===== src/rtl/reset_sequencer_pkg.sv =====
// Shared types and constants for the staged reset-release sequencer.
package reset_seq_pkg;

    // Sequencer FSM states.
    typedef enum logic [1:0] {
        IDLE = 2'd0,
        SEQ  = 2'd1,
        DONE = 2'd2
    } seq_state_e;

    localparam int DEF_NUM_STAGES = 5;
    localparam int DEF_CNT_W      = 32;
    localparam int DEF_DWELL      = 100;
    localparam int DEF_AUTO_START = 1;

    // Width needed to count 0..n stages inclusive.
    function automatic int idx_width(input int n);
        return $clog2(n + 1);
    endfunction

endpackage


===== src/rtl/reset_sequencer_if.sv =====
// Control/status bundle between the top-level controller and the sequencer.
// Handshake: start and restart are single-cycle request pulses sampled on
// the rising clock edge (no ready; they are always accepted or ignored
// according to state), dwell_we writes dwell_data on the edge it is high,
// and stage_adv is a one-cycle pulse in the cycle the stage count rises.
interface reset_sequencer_if
    import reset_seq_pkg::*;
#(
    parameter int NUM_STAGES = DEF_NUM_STAGES,
    parameter int CNT_W      = DEF_CNT_W
);
    localparam int IDX_W = idx_width(NUM_STAGES);

    logic                  start;
    logic                  pause;
    logic                  restart;
    logic                  dwell_we;
    logic [IDX_W-1:0]      dwell_idx;
    logic [CNT_W-1:0]      dwell_data;
    logic [NUM_STAGES-1:0] stage_hold;
    logic [IDX_W-1:0]      stage;
    logic                  stage_adv;
    logic                  busy;
    logic                  done;
    seq_state_e            state;       // debug view of the FSM state

    modport master (
        output start, pause, restart, dwell_we, dwell_idx, dwell_data,
        input  stage_hold, stage, stage_adv, busy, done, state
    );

    modport slave (
        input  start, pause, restart, dwell_we, dwell_idx, dwell_data,
        output stage_hold, stage, stage_adv, busy, done, state
    );

endinterface


===== src/rtl/reset_sequencer_dwell_timer.sv =====
// Dwell counter: cleared on request, held while frozen, otherwise counts up.
// Expire flags when the count has reached the supplied limit.
module seq_dwell_timer #(
    parameter int CNT_W = 32
) (
    input  logic             clk,
    input  logic             rst,
    input  logic             i_clear,
    input  logic             i_freeze,
    input  logic [CNT_W-1:0] i_limit,
    output logic             o_expire
);
    logic [CNT_W-1:0] r_cnt;

    // Counter register: clear wins over freeze; never counts past the limit
    // because the owner clears it on expiry.
    always_ff @(posedge clk or negedge rst) begin
        if (!rst) begin
            r_cnt <= '0;
        end else if (i_clear) begin
            r_cnt <= '0;
        end else if (!i_freeze) begin
            r_cnt <= r_cnt + CNT_W'(1);
        end
    end

    assign o_expire = (r_cnt >= i_limit);

endmodule


===== src/rtl/reset_sequencer.sv =====
// Staged reset-release sequencer: releases NUM_STAGES hold lines one at a
// time, each after a programmable dwell, with start/pause/restart control.
module reset_sequencer
    import reset_seq_pkg::*;
#(
    parameter int NUM_STAGES    = DEF_NUM_STAGES,
    parameter int CNT_W         = DEF_CNT_W,
    parameter int DEFAULT_DWELL = DEF_DWELL,
    parameter int AUTO_START    = DEF_AUTO_START
) (
    input  logic             clk,
    input  logic             rst,
    reset_sequencer_if.slave bus
);
    localparam int               IDX_W       = idx_width(NUM_STAGES);
    localparam logic [IDX_W-1:0] LAST        = IDX_W'(NUM_STAGES);
    localparam seq_state_e       RESET_STATE = (AUTO_START != 0) ? SEQ : IDLE;

    logic [CNT_W-1:0]      r_dwell [NUM_STAGES];
    seq_state_e            r_state;
    seq_state_e            w_state_n;
    logic [IDX_W-1:0]      r_stage;
    logic [IDX_W-1:0]      w_stage_n;
    logic [NUM_STAGES-1:0] r_hold;
    logic [NUM_STAGES-1:0] w_hold_n;
    logic                  r_adv;
    logic                  w_adv_n;
    logic                  r_busy;
    logic                  r_done;
    logic [CNT_W-1:0]      w_limit;
    logic                  w_expire;
    logic                  w_clear;
    logic                  w_run;
    logic                  w_freeze;

    // Dwell register file; out-of-range indices are dropped.
    always_ff @(posedge clk or negedge rst) begin
        if (!rst) begin
            for (int k = 0; k < NUM_STAGES; k++) begin
                r_dwell[k] <= CNT_W'(DEFAULT_DWELL);
            end
        end else if (bus.dwell_we && (bus.dwell_idx < LAST)) begin
            r_dwell[bus.dwell_idx] <= bus.dwell_data;
        end
    end

    // Live dwell of the current stage; the compare sees writes one edge later.
    always_comb begin
        w_limit = '0;
        if (r_stage < LAST) begin
            w_limit = r_dwell[r_stage];
        end
    end

    assign w_freeze = !w_run;

    seq_dwell_timer #(.CNT_W(CNT_W)) u_timer (
        .clk      (clk),
        .rst      (rst),
        .i_clear  (w_clear),
        .i_freeze (w_freeze),
        .i_limit  (w_limit),
        .o_expire (w_expire)
    );

    // Next state and outputs; priority restart > start > pause > count.
    always_comb begin
        w_state_n = r_state;
        w_stage_n = r_stage;
        w_adv_n   = 1'b0;
        w_clear   = 1'b0;
        w_run     = 1'b0;
        w_hold_n  = '1;
        if (bus.restart) begin
            w_state_n = SEQ;
            w_stage_n = '0;
            w_clear   = 1'b1;
        end else begin
            case (r_state)
                IDLE: begin
                    if (bus.start) begin
                        w_state_n = SEQ;
                        w_stage_n = '0;
                        w_clear   = 1'b1;
                    end
                end
                SEQ: begin
                    if (!bus.pause) begin
                        if (w_expire) begin
                            w_stage_n = r_stage + IDX_W'(1);
                            w_adv_n   = 1'b1;
                            w_clear   = 1'b1;
                            if (w_stage_n == LAST) begin
                                w_state_n = DONE;
                            end
                        end else begin
                            w_run = 1'b1;
                        end
                    end
                end
                default: begin
                end
            endcase
        end
        for (int i = 0; i < NUM_STAGES; i++) begin
            w_hold_n[i] = (IDX_W'(i) >= w_stage_n);
        end
    end

    // State and registered outputs.
    always_ff @(posedge clk or negedge rst) begin
        if (!rst) begin
            r_state <= RESET_STATE;
            r_stage <= '0;
            r_hold  <= '1;
            r_adv   <= 1'b0;
            r_busy  <= (AUTO_START != 0);
            r_done  <= 1'b0;
        end else begin
            r_state <= w_state_n;
            r_stage <= w_stage_n;
            r_hold  <= w_hold_n;
            r_adv   <= w_adv_n;
            r_busy  <= (w_state_n == SEQ);
            r_done  <= (w_state_n == DONE);
        end
    end

    assign bus.stage_hold = r_hold;
    assign bus.stage      = r_stage;
    assign bus.stage_adv  = r_adv;
    assign bus.busy       = r_busy;
    assign bus.done       = r_done;
    assign bus.state      = r_state;

endmodule


===== src/flat_wrapper.sv =====
// flat-port wrapper written by rule: the top's interface ports become plain ports
module reset_sequencer_flat import reset_seq_pkg::*;
#(
    parameter int NUM_STAGES    = DEF_NUM_STAGES,
    parameter int CNT_W         = DEF_CNT_W,
    parameter int DEFAULT_DWELL = DEF_DWELL,
    parameter int AUTO_START    = DEF_AUTO_START
)
  (clk, rst, bus_start, bus_pause, bus_restart, bus_dwell_we, bus_dwell_idx, bus_dwell_data, bus_stage_hold, bus_stage, bus_stage_adv, bus_busy, bus_done, bus_state);
  reset_sequencer_if #(.NUM_STAGES(NUM_STAGES), .CNT_W(CNT_W)) bus_i ();
  input  logic clk;
  input  logic rst;
  input wire logic [$bits(bus_i.start)-1:0] bus_start;
  input wire logic [$bits(bus_i.pause)-1:0] bus_pause;
  input wire logic [$bits(bus_i.restart)-1:0] bus_restart;
  input wire logic [$bits(bus_i.dwell_we)-1:0] bus_dwell_we;
  input wire logic [$bits(bus_i.dwell_idx)-1:0] bus_dwell_idx;
  input wire logic [$bits(bus_i.dwell_data)-1:0] bus_dwell_data;
  output wire logic [$bits(bus_i.stage_hold)-1:0] bus_stage_hold;
  output wire logic [$bits(bus_i.stage)-1:0] bus_stage;
  output wire logic [$bits(bus_i.stage_adv)-1:0] bus_stage_adv;
  output wire logic [$bits(bus_i.busy)-1:0] bus_busy;
  output wire logic [$bits(bus_i.done)-1:0] bus_done;
  output wire logic [$bits(bus_i.state)-1:0] bus_state;
  assign bus_i.start = bus_start;
  assign bus_i.pause = bus_pause;
  assign bus_i.restart = bus_restart;
  assign bus_i.dwell_we = bus_dwell_we;
  assign bus_i.dwell_idx = bus_dwell_idx;
  assign bus_i.dwell_data = bus_dwell_data;
  assign bus_stage_hold = bus_i.stage_hold;
  assign bus_stage = bus_i.stage;
  assign bus_stage_adv = bus_i.stage_adv;
  assign bus_busy = bus_i.busy;
  assign bus_done = bus_i.done;
  assign bus_state = bus_i.state;
  reset_sequencer #(.NUM_STAGES(NUM_STAGES), .CNT_W(CNT_W), .DEFAULT_DWELL(DEFAULT_DWELL), .AUTO_START(AUTO_START)) u_core (.clk(clk), .rst(rst), .bus(bus_i));
endmodule

===== config.mk =====
export PLATFORM = sky130hd
export DESIGN_NAME = reset_sequencer_flat
export DESIGN_NICKNAME = d
export VERILOG_FILES = /design/src/rtl/reset_sequencer_pkg.sv /design/src/rtl/reset_sequencer_if.sv /design/src/rtl/reset_sequencer_dwell_timer.sv /design/src/rtl/reset_sequencer.sv /design/src/flat_wrapper.sv
export SDC_FILE = /design/constraint.sdc
export NUM_CORES = 1
export LEC_CHECK = 0
export CAP_MARGIN = 10
export CORE_UTILIZATION = 45
export DETAILED_ROUTE_END_ITERATION = 7
export PLACE_DENSITY_LB_ADDON = 0.25
export SLEW_MARGIN = 20
export SYNTH_ARGS = -nofsm -noshare
export SYNTH_HDL_FRONTEND = slang
export SYNTH_HIERARCHICAL = 1
export SYNTH_SLANG_ARGS = --single-unit

===== constraint.sdc =====
create_clock -name clk -period 13.3 [get_ports clk]
set_input_delay 2.66 -clock clk [delete_from_list [all_inputs] [get_ports clk]]
set_output_delay 2.66 -clock clk [all_outputs]
set_load 0.02 [all_outputs]

[After elaboration in Yosys (flattened, before gate mapping)]
Index checks and enable logic that the tools add are counted.
Word-level totals
  flip-flop bits (word level): 205
  bits of input ports: 41
  output and inout bits: 13
  word-level logic and storage cells: 66
Operators by class
  add/sub/neg operators: 2
  magnitude comparators: 11
  equal/unequal tests: 4
  multiplexer cells: 31
  bitwise operators: 2
  reductions and logical operators: 4
Operator list (number)
  2-to-1 mux 32 bit: 6
  bitwise mux 160 bit: 1
  binary-select mux 32 bit (select 3 bit): 1
  demux 32 bit (select 3 bit): 1
  adder 32 x 1 -> 32 bit, second input constant: 1
  greater-or-equal comparator 32 bit: 1
  2-to-1 mux 3 bit: 4
  2-to-1 mux 1 bit: 10
  2-to-1 mux 2 bit: 5
  greater-or-equal comparator 4 bit, second input constant: 2
  inverter 3 -> 4 bit: 2
  greater-or-equal comparator 1 x 3 -> 1 bit, first input constant: 2
  greater-or-equal comparator 2 x 3 -> 1 bit, first input constant: 2
  < comparator 3 bit, second input constant: 2
  one-hot mux 3 bit (2 select lines): 1
  == test 2 x 1 -> 1 bit, second input constant: 2
  < comparator 4 x 1 -> 1 bit, second input constant: 1
  one-hot mux 2 bit (2 select lines): 1
  adder 3 x 1 -> 3 bit, second input constant: 1
  == test 3 bit, second input constant: 1
  greater-or-equal comparator 3 bit, first input constant: 1
  == test 2 bit, second input constant: 1
  logical AND 1 bit: 2
  logical NOT 2 bit: 1
  2 further kinds: 2

[Depth between registers and ports, before layout]
  depth in word-level cells: 12
  gate-level depth with buffers: 23
  mapped depth without buffers: 18

[Modules after synthesis]
The synthesis kept the hierarchy.
By module, submodules not included
  reset_sequencer: instances 1, cells an instance 533, area each 7742.4 um2
  seq_dwell_timer: instances 1, cells an instance 273, area each 2498.6 um2

[Worst setup path after synthesis]
OpenSTA, ideal clock, no wires.
  path type: flip-flop to flip-flop
  start: register u_core.r_stage[0], in the netlist u_core/bus.stage[0]
  end: register u_core.u_timer.r_cnt[28]
  setup time: 0.125 ns
  data arrival time: 4.339 ns
  required time: 13.175 ns
  slack: 8.836 ns
  cell stages (with the launch flop): 21
  path through: dfrtp_1 buf_2 buf_4 mux4_2 inv_1 o21ai_0 inv_1 ha_1 a21oi_1 o21ai_0 a221o_1 a2111oi_0 o21ai_0 nor2_1 nand3_1 nor2b_4 or3_1 buf_6 nor2_4 nand3_2 mux2_4
On the way
  cells in the longest elaborated chain, start to end: 11
  elaborated cells on any way between the ends: 17
RTL lines
  start: declaration: line reset_sequencer.sv:22  | logic [IDX_W-1:0] r_stage;
  start signal: assignment: line reset_sequencer.sv:121  | r_stage <= w_stage_n;
  inverter 3 -> 4 bit (not written as such): line reset_sequencer.sv:51  | w_limit = r_dwell[r_stage];
  binary-select mux 32 bit (select 3 bit): line reset_sequencer.sv:51
  2-to-1 mux 32 bit (not written as such) (2 in series): line reset_sequencer.sv:51
  2-to-1 mux 32 bit *: line reset_sequencer.sv:50  | if (r_stage < LAST) begin
  net u_core.w_limit[19]: line reset_sequencer.sv:30  | logic [CNT_W-1:0] w_limit;
  greater-or-equal comparator 32 bit *: line reset_sequencer_dwell_timer.sv:27  | assign o_expire = (r_cnt >= i_limit);
  net u_core.w_expire: line reset_sequencer.sv:31  | logic w_expire;
  2-to-1 mux 1 bit: line reset_sequencer.sv:89  | if (w_expire) begin
  2-to-1 mux 1 bit: line reset_sequencer.sv:88  | if (!bus.pause) begin
  one-hot mux 1 bit (2 select lines) / 2-to-1 mux 1 bit (equally long branches): line reset_sequencer.sv:79  | case (r_state)
  2-to-1 mux 1 bit: line reset_sequencer.sv:74  | if (bus.restart) begin
  2-to-1 mux 32 bit / nonzero test 2 bit (equally long branches)
  end signal: assignment: line reset_sequencer_dwell_timer.sv:23  | r_cnt <= r_cnt + CNT_W'(1);
  end: declaration: line reset_sequencer_dwell_timer.sv:13  | logic [CNT_W-1:0] r_cnt;
The timed path passes the listed nets; every way through them passes the cells marked *. The select of a mux whose other input is x is not followed.
A chain may end at the register's enable or synchronous reset.

[Final worst setup path]
  start: register u_core.r_stage[1], in the netlist u_core/bus.stage[1]
  end: register u_core.u_timer.r_cnt[28]
Same word-level chain as after synthesis.

==> reports/summary.txt <==
Run status: finished clean
Register Area: 5160 µm²
Highest cell delay on the worst timing path: 1030 ps
Ordered cell list for the critical path: buf_4 -> inv_1 -> and3_1 -> buf_4 -> nand2_1 -> o21ai_0 -> inv_1 -> ha_1 -> a21oi_1 -> o21ai_0 -> a221o_1 -> a2111oi_0 -> o21ai_0 -> nor2_1 -> nand3_1 -> nor2b_4 -> or3_1 -> nor2_4 -> nand3_2 -> mux2_4
Horiz. Die Dim: 153 µm
Most used flip-flop cell after synthesis: sky130_fd_sc_hd__dfrtp_1
Fraction of power consumed by the clock network: 36.8%
Avg WL per Cell: 18.0 µm
CP endpoint kind: flip-flop
Share of the core filled with cells in the final layout: 53.0%
Pleak: 5.02 nW
Number of antenna violations at the first check in global routing: 0
Number of I/O pins: 54
First DRT Iteration DRCs: 288
Classification of the worst setup path: reg -> reg
Final Critical Period: 5850 ps
Number of clock buffers inserted by TritonCTS: 23
Count of state elements after synthesis: 205
Number of endpoints with negative hold slack in the final report: 0
Slew @ Worst Pin: 1060 ps
Total via count after detailed routing: 6266
Sinks on the clock net: 205
Synth Warn #: 6
Worst slack at placement: 7350 ps
Post-synthesis net count: 882
Library cell used as clock root buffer: sky130_fd_sc_hd__clkbuf_16
RSZ-0062 raised after global routing: no
Floorplan die area: 23400 µm²
Grt total ovfl: 0
Initial Utilization: 46.4%
Post-synthesis average cell area: 12.7 µm²
Slew HR: 29.4%
Setup crit start kind: flip-flop
Net Switching: 0.000388 W
DR vias/cell: 5.44
CTS tree: done
Antenna Nets Post-Route: 0
Synth-to-Final Area Change: 14.3%
Worst Setup EP: u_core/u_timer/r_cnt[28]$_DFFE_PN0P_
Capture instance of the worst register-to-register path: u_core/u_timer/r_cnt[28]$_DFFE_PN0P_
Aggregate global-route resource usage: 18.8%
Reg-to-reg setup timing slack: 7450 ps
Sum of net half-perimeters after detailed placement: 13200 µm
Number of library cell types mapped by synthesis: 57
Cell Pwr Density: 139 nW/µm²
Largest clock skew in the final design: 10.4 ps
Footprint of the multi-input gates: 4620 µm²
Clk pin slew, worst setup/hold paths: 60 ps
Register-to-Register Path Depth: 20
Die span in y: 153 µm
Most common cell after layout, fill and taps aside: sky130_fd_sc_hd__dfrtp_1
Most frequent cells in the layout: sky130_fd_sc_hd__dfrtp_1 (182), sky130_fd_sc_hd__mux2_2 (152), sky130_fd_sc_hd__inv_1 (68)
Nets@finish: 934
Syn Std Cell Area: 10200 µm²
Post-layout instance area: 11700 µm²
Final setup slack of the worst path: 7450 ps
Data required time of the worst path: 13680 ps
Post-CTS setup repair buffer count: 0
Async set or reset register ratio after synthesis: 100%
Most frequent cell on the critical path: sky130_fd_sc_hd__o21ai_0
Worst hold-check path type: reg -> reg
Antenna cells: 0
Switching part of the total power: 23.9%
Detailed Route WL: 20700 µm
Port buffer count: 53
Worst VDD drop: 0.0872 mV
Cts repair resizes: 0
Via count of the first global-routing pass: 6580
Sequential group share of total power: 48.7%
CTS Hold Buffers Added: 0
Layout cells sized above 1: 31.8%
Combinational fraction of design power: 14.5%
Number of H-tree levels: 1
Insertion delay of the later-clocked pin in the worst-skew pair: 510 ps
Worst endpoint data arrival time: 6240 ps
DRC errors left: 0
# rows: 54
Placed standard-cell area: 11000 µm²
Sequential share of the synthesized area: 50.4%
First-pass GRT wire length: 35300 µm
Startpoint of the worst register-to-register path: u_core/bus.stage[1]$_DFF_PN0_
Final total negative setup slack: 0 ps
Internal cell power: 0.00123 W
Peak clock frequency supported by timing: 171 MHz
Maximum number of pins on one net before global-route repair: 87
CP max-delay cell: sky130_fd_sc_hd__dfrtp_1
Filler instances: 1906
Length of the first detailed-routing pass in iterations: 4
Crit path max fanout: 32
Count of endpoints failing setup in the final report: 0
Placeable core region: 22100 µm²
Number of instances in the synthesized netlist: 806
Worst setup startpoint: u_core/bus.stage[1]$_DFF_PN0_
Post-route fraction of the period consumed by the critical path: 44.0%
Number of max-slew violations in the final report: 0
Buffers from clock root to sink, at most: 3
Post-synth EDFFs: 0
Max capacitance violation total: 0
Routability congestion estimate: 0.763
==> layer usage <==
| metal | vias to the layer above | wire length [µm] | GRT usage, % |
|---|---|---|---|
| met5 | - | 0 | 0 |
| met1 | 3205 | 9960 | 26.8 |
| met4 | 0 | 328 | 4.81 |
| met3 | 29 | 642 | 2.50 |
| li1 | 2943 | - | - |
| met2 | 89 | 9750 | 30.3 |
==> cells by family (layout without fill, tap and decap cells) <==
kind of cell    Yosys count  count (layout)  synth area share, %
flops                   205             205                 50.4
compound gates           67              67                 3.79
mux                     195             195                 25.0
simple gates            169             169                 9.37
fa+ha+maj                35              35                 4.28
xor+xnor                 29              29                 2.48
buf+inv                 106             171                 4.75
==> sequential cells by signal (all words and copies together), names as in the netlist <==
register               count
u_core/bus.stage_adv       1
u_core/bus.stage           3
u_core/bus.busy            1
u_core/bus.state           2
u_core/bus.stage_hold      5
u_core/bus.done            1
u_core/u_timer/r_cnt      32
u_core/r_dwell           160
==> power groups by stage <==
stage / Clock [W] / Sequential (W) / Combinational [W]
5_1_grt: 0.000637 / 0.000805 / 0.000264
3_5_place_dp: 0 / 0.000800 / 0.000238
6_report: 0.000597 / 0.000790 / 0.000235
3_3_place_gp: 0 / 0.000797 / 0.000231
2_1_floorplan: 0 / 0.000783 / 0.000178
4_1_cts: 0.000611 / 0.000790 / 0.000239
==> worst min-delay path by stage <==
stage | startpoint | to | depth (start not counted)
6_report | u_core/r_dwell[1]$_DFFE_PN0P_ | u_core/r_dwell[1]$_DFFE_PN0P_ | 1
3_3_place_gp | u_core/r_dwell[100]$_DFFE_PN0P_ | u_core/r_dwell[100]$_DFFE_PN0P_ | 1
2_1_floorplan | u_core/r_dwell[65]$_DFFE_PN0P_ | u_core/r_dwell[65]$_DFFE_PN0P_ | 1
5_1_grt | u_core/r_dwell[100]$_DFFE_PN0P_ | u_core/r_dwell[100]$_DFFE_PN0P_ | 1
4_1_cts | u_core/r_dwell[1]$_DFFE_PN0P_ | u_core/r_dwell[1]$_DFFE_PN0P_ | 1
3_5_place_dp | u_core/r_dwell[100]$_DFFE_PN0P_ | u_core/r_dwell[100]$_DFFE_PN0P_ | 1
==> stage by stage <==
| step | hold slack [ps] | std cells | power (W) |
|---|---|---|---|
| global placement | 465 | 1113 | 0.00103 |
| finish | 488 | 1151 | 0.00162 |
| floorplan | 452 | 806 | 0.000960 |
| global route | 500 | 1151 | 0.00171 |
| CTS | 487 | 1151 | 0.00164 |
| detailed placement | 475 | 1113 | 0.00104 |
==> worst max-delay path: cells and delay by family (launching register included) <==
family	cells	cell delay, ps
adders and majority gates	1	230
AOI/OAI and AO/OA	6	1510
DFF	1	1030
and+or+nand+nor	8	1730
muxes	1	300
buffers and inverters	4	870
==> cell type report <==
type / count / share of cell area, %
sequential: 205 / 44.1
multi-input combinational: 495 / 39.4
clock buffer: 36 / 5.93
timing repair buffer: 65 / 5.33
tap: 280 / 2.99
inverter: 68 / 2.18
clock inverter: 2 / 0.0855
==> cell usage after synthesis (all sizes together), types with 14 or more instances <==
cell    instances  area, µm²
dfrtp         183       4580
mux2          161       1820
inv            68        255
nand2          47        176
nor2           42        165
o21ai          38        190
ha             35        438
mux4           32        721
buf            24        168
dfstp          22        578
nand3          22        133
xor2           16        140
a21oi          14       70.1
clkbuf         14       63.8
(Power assumes the default switching activity.)
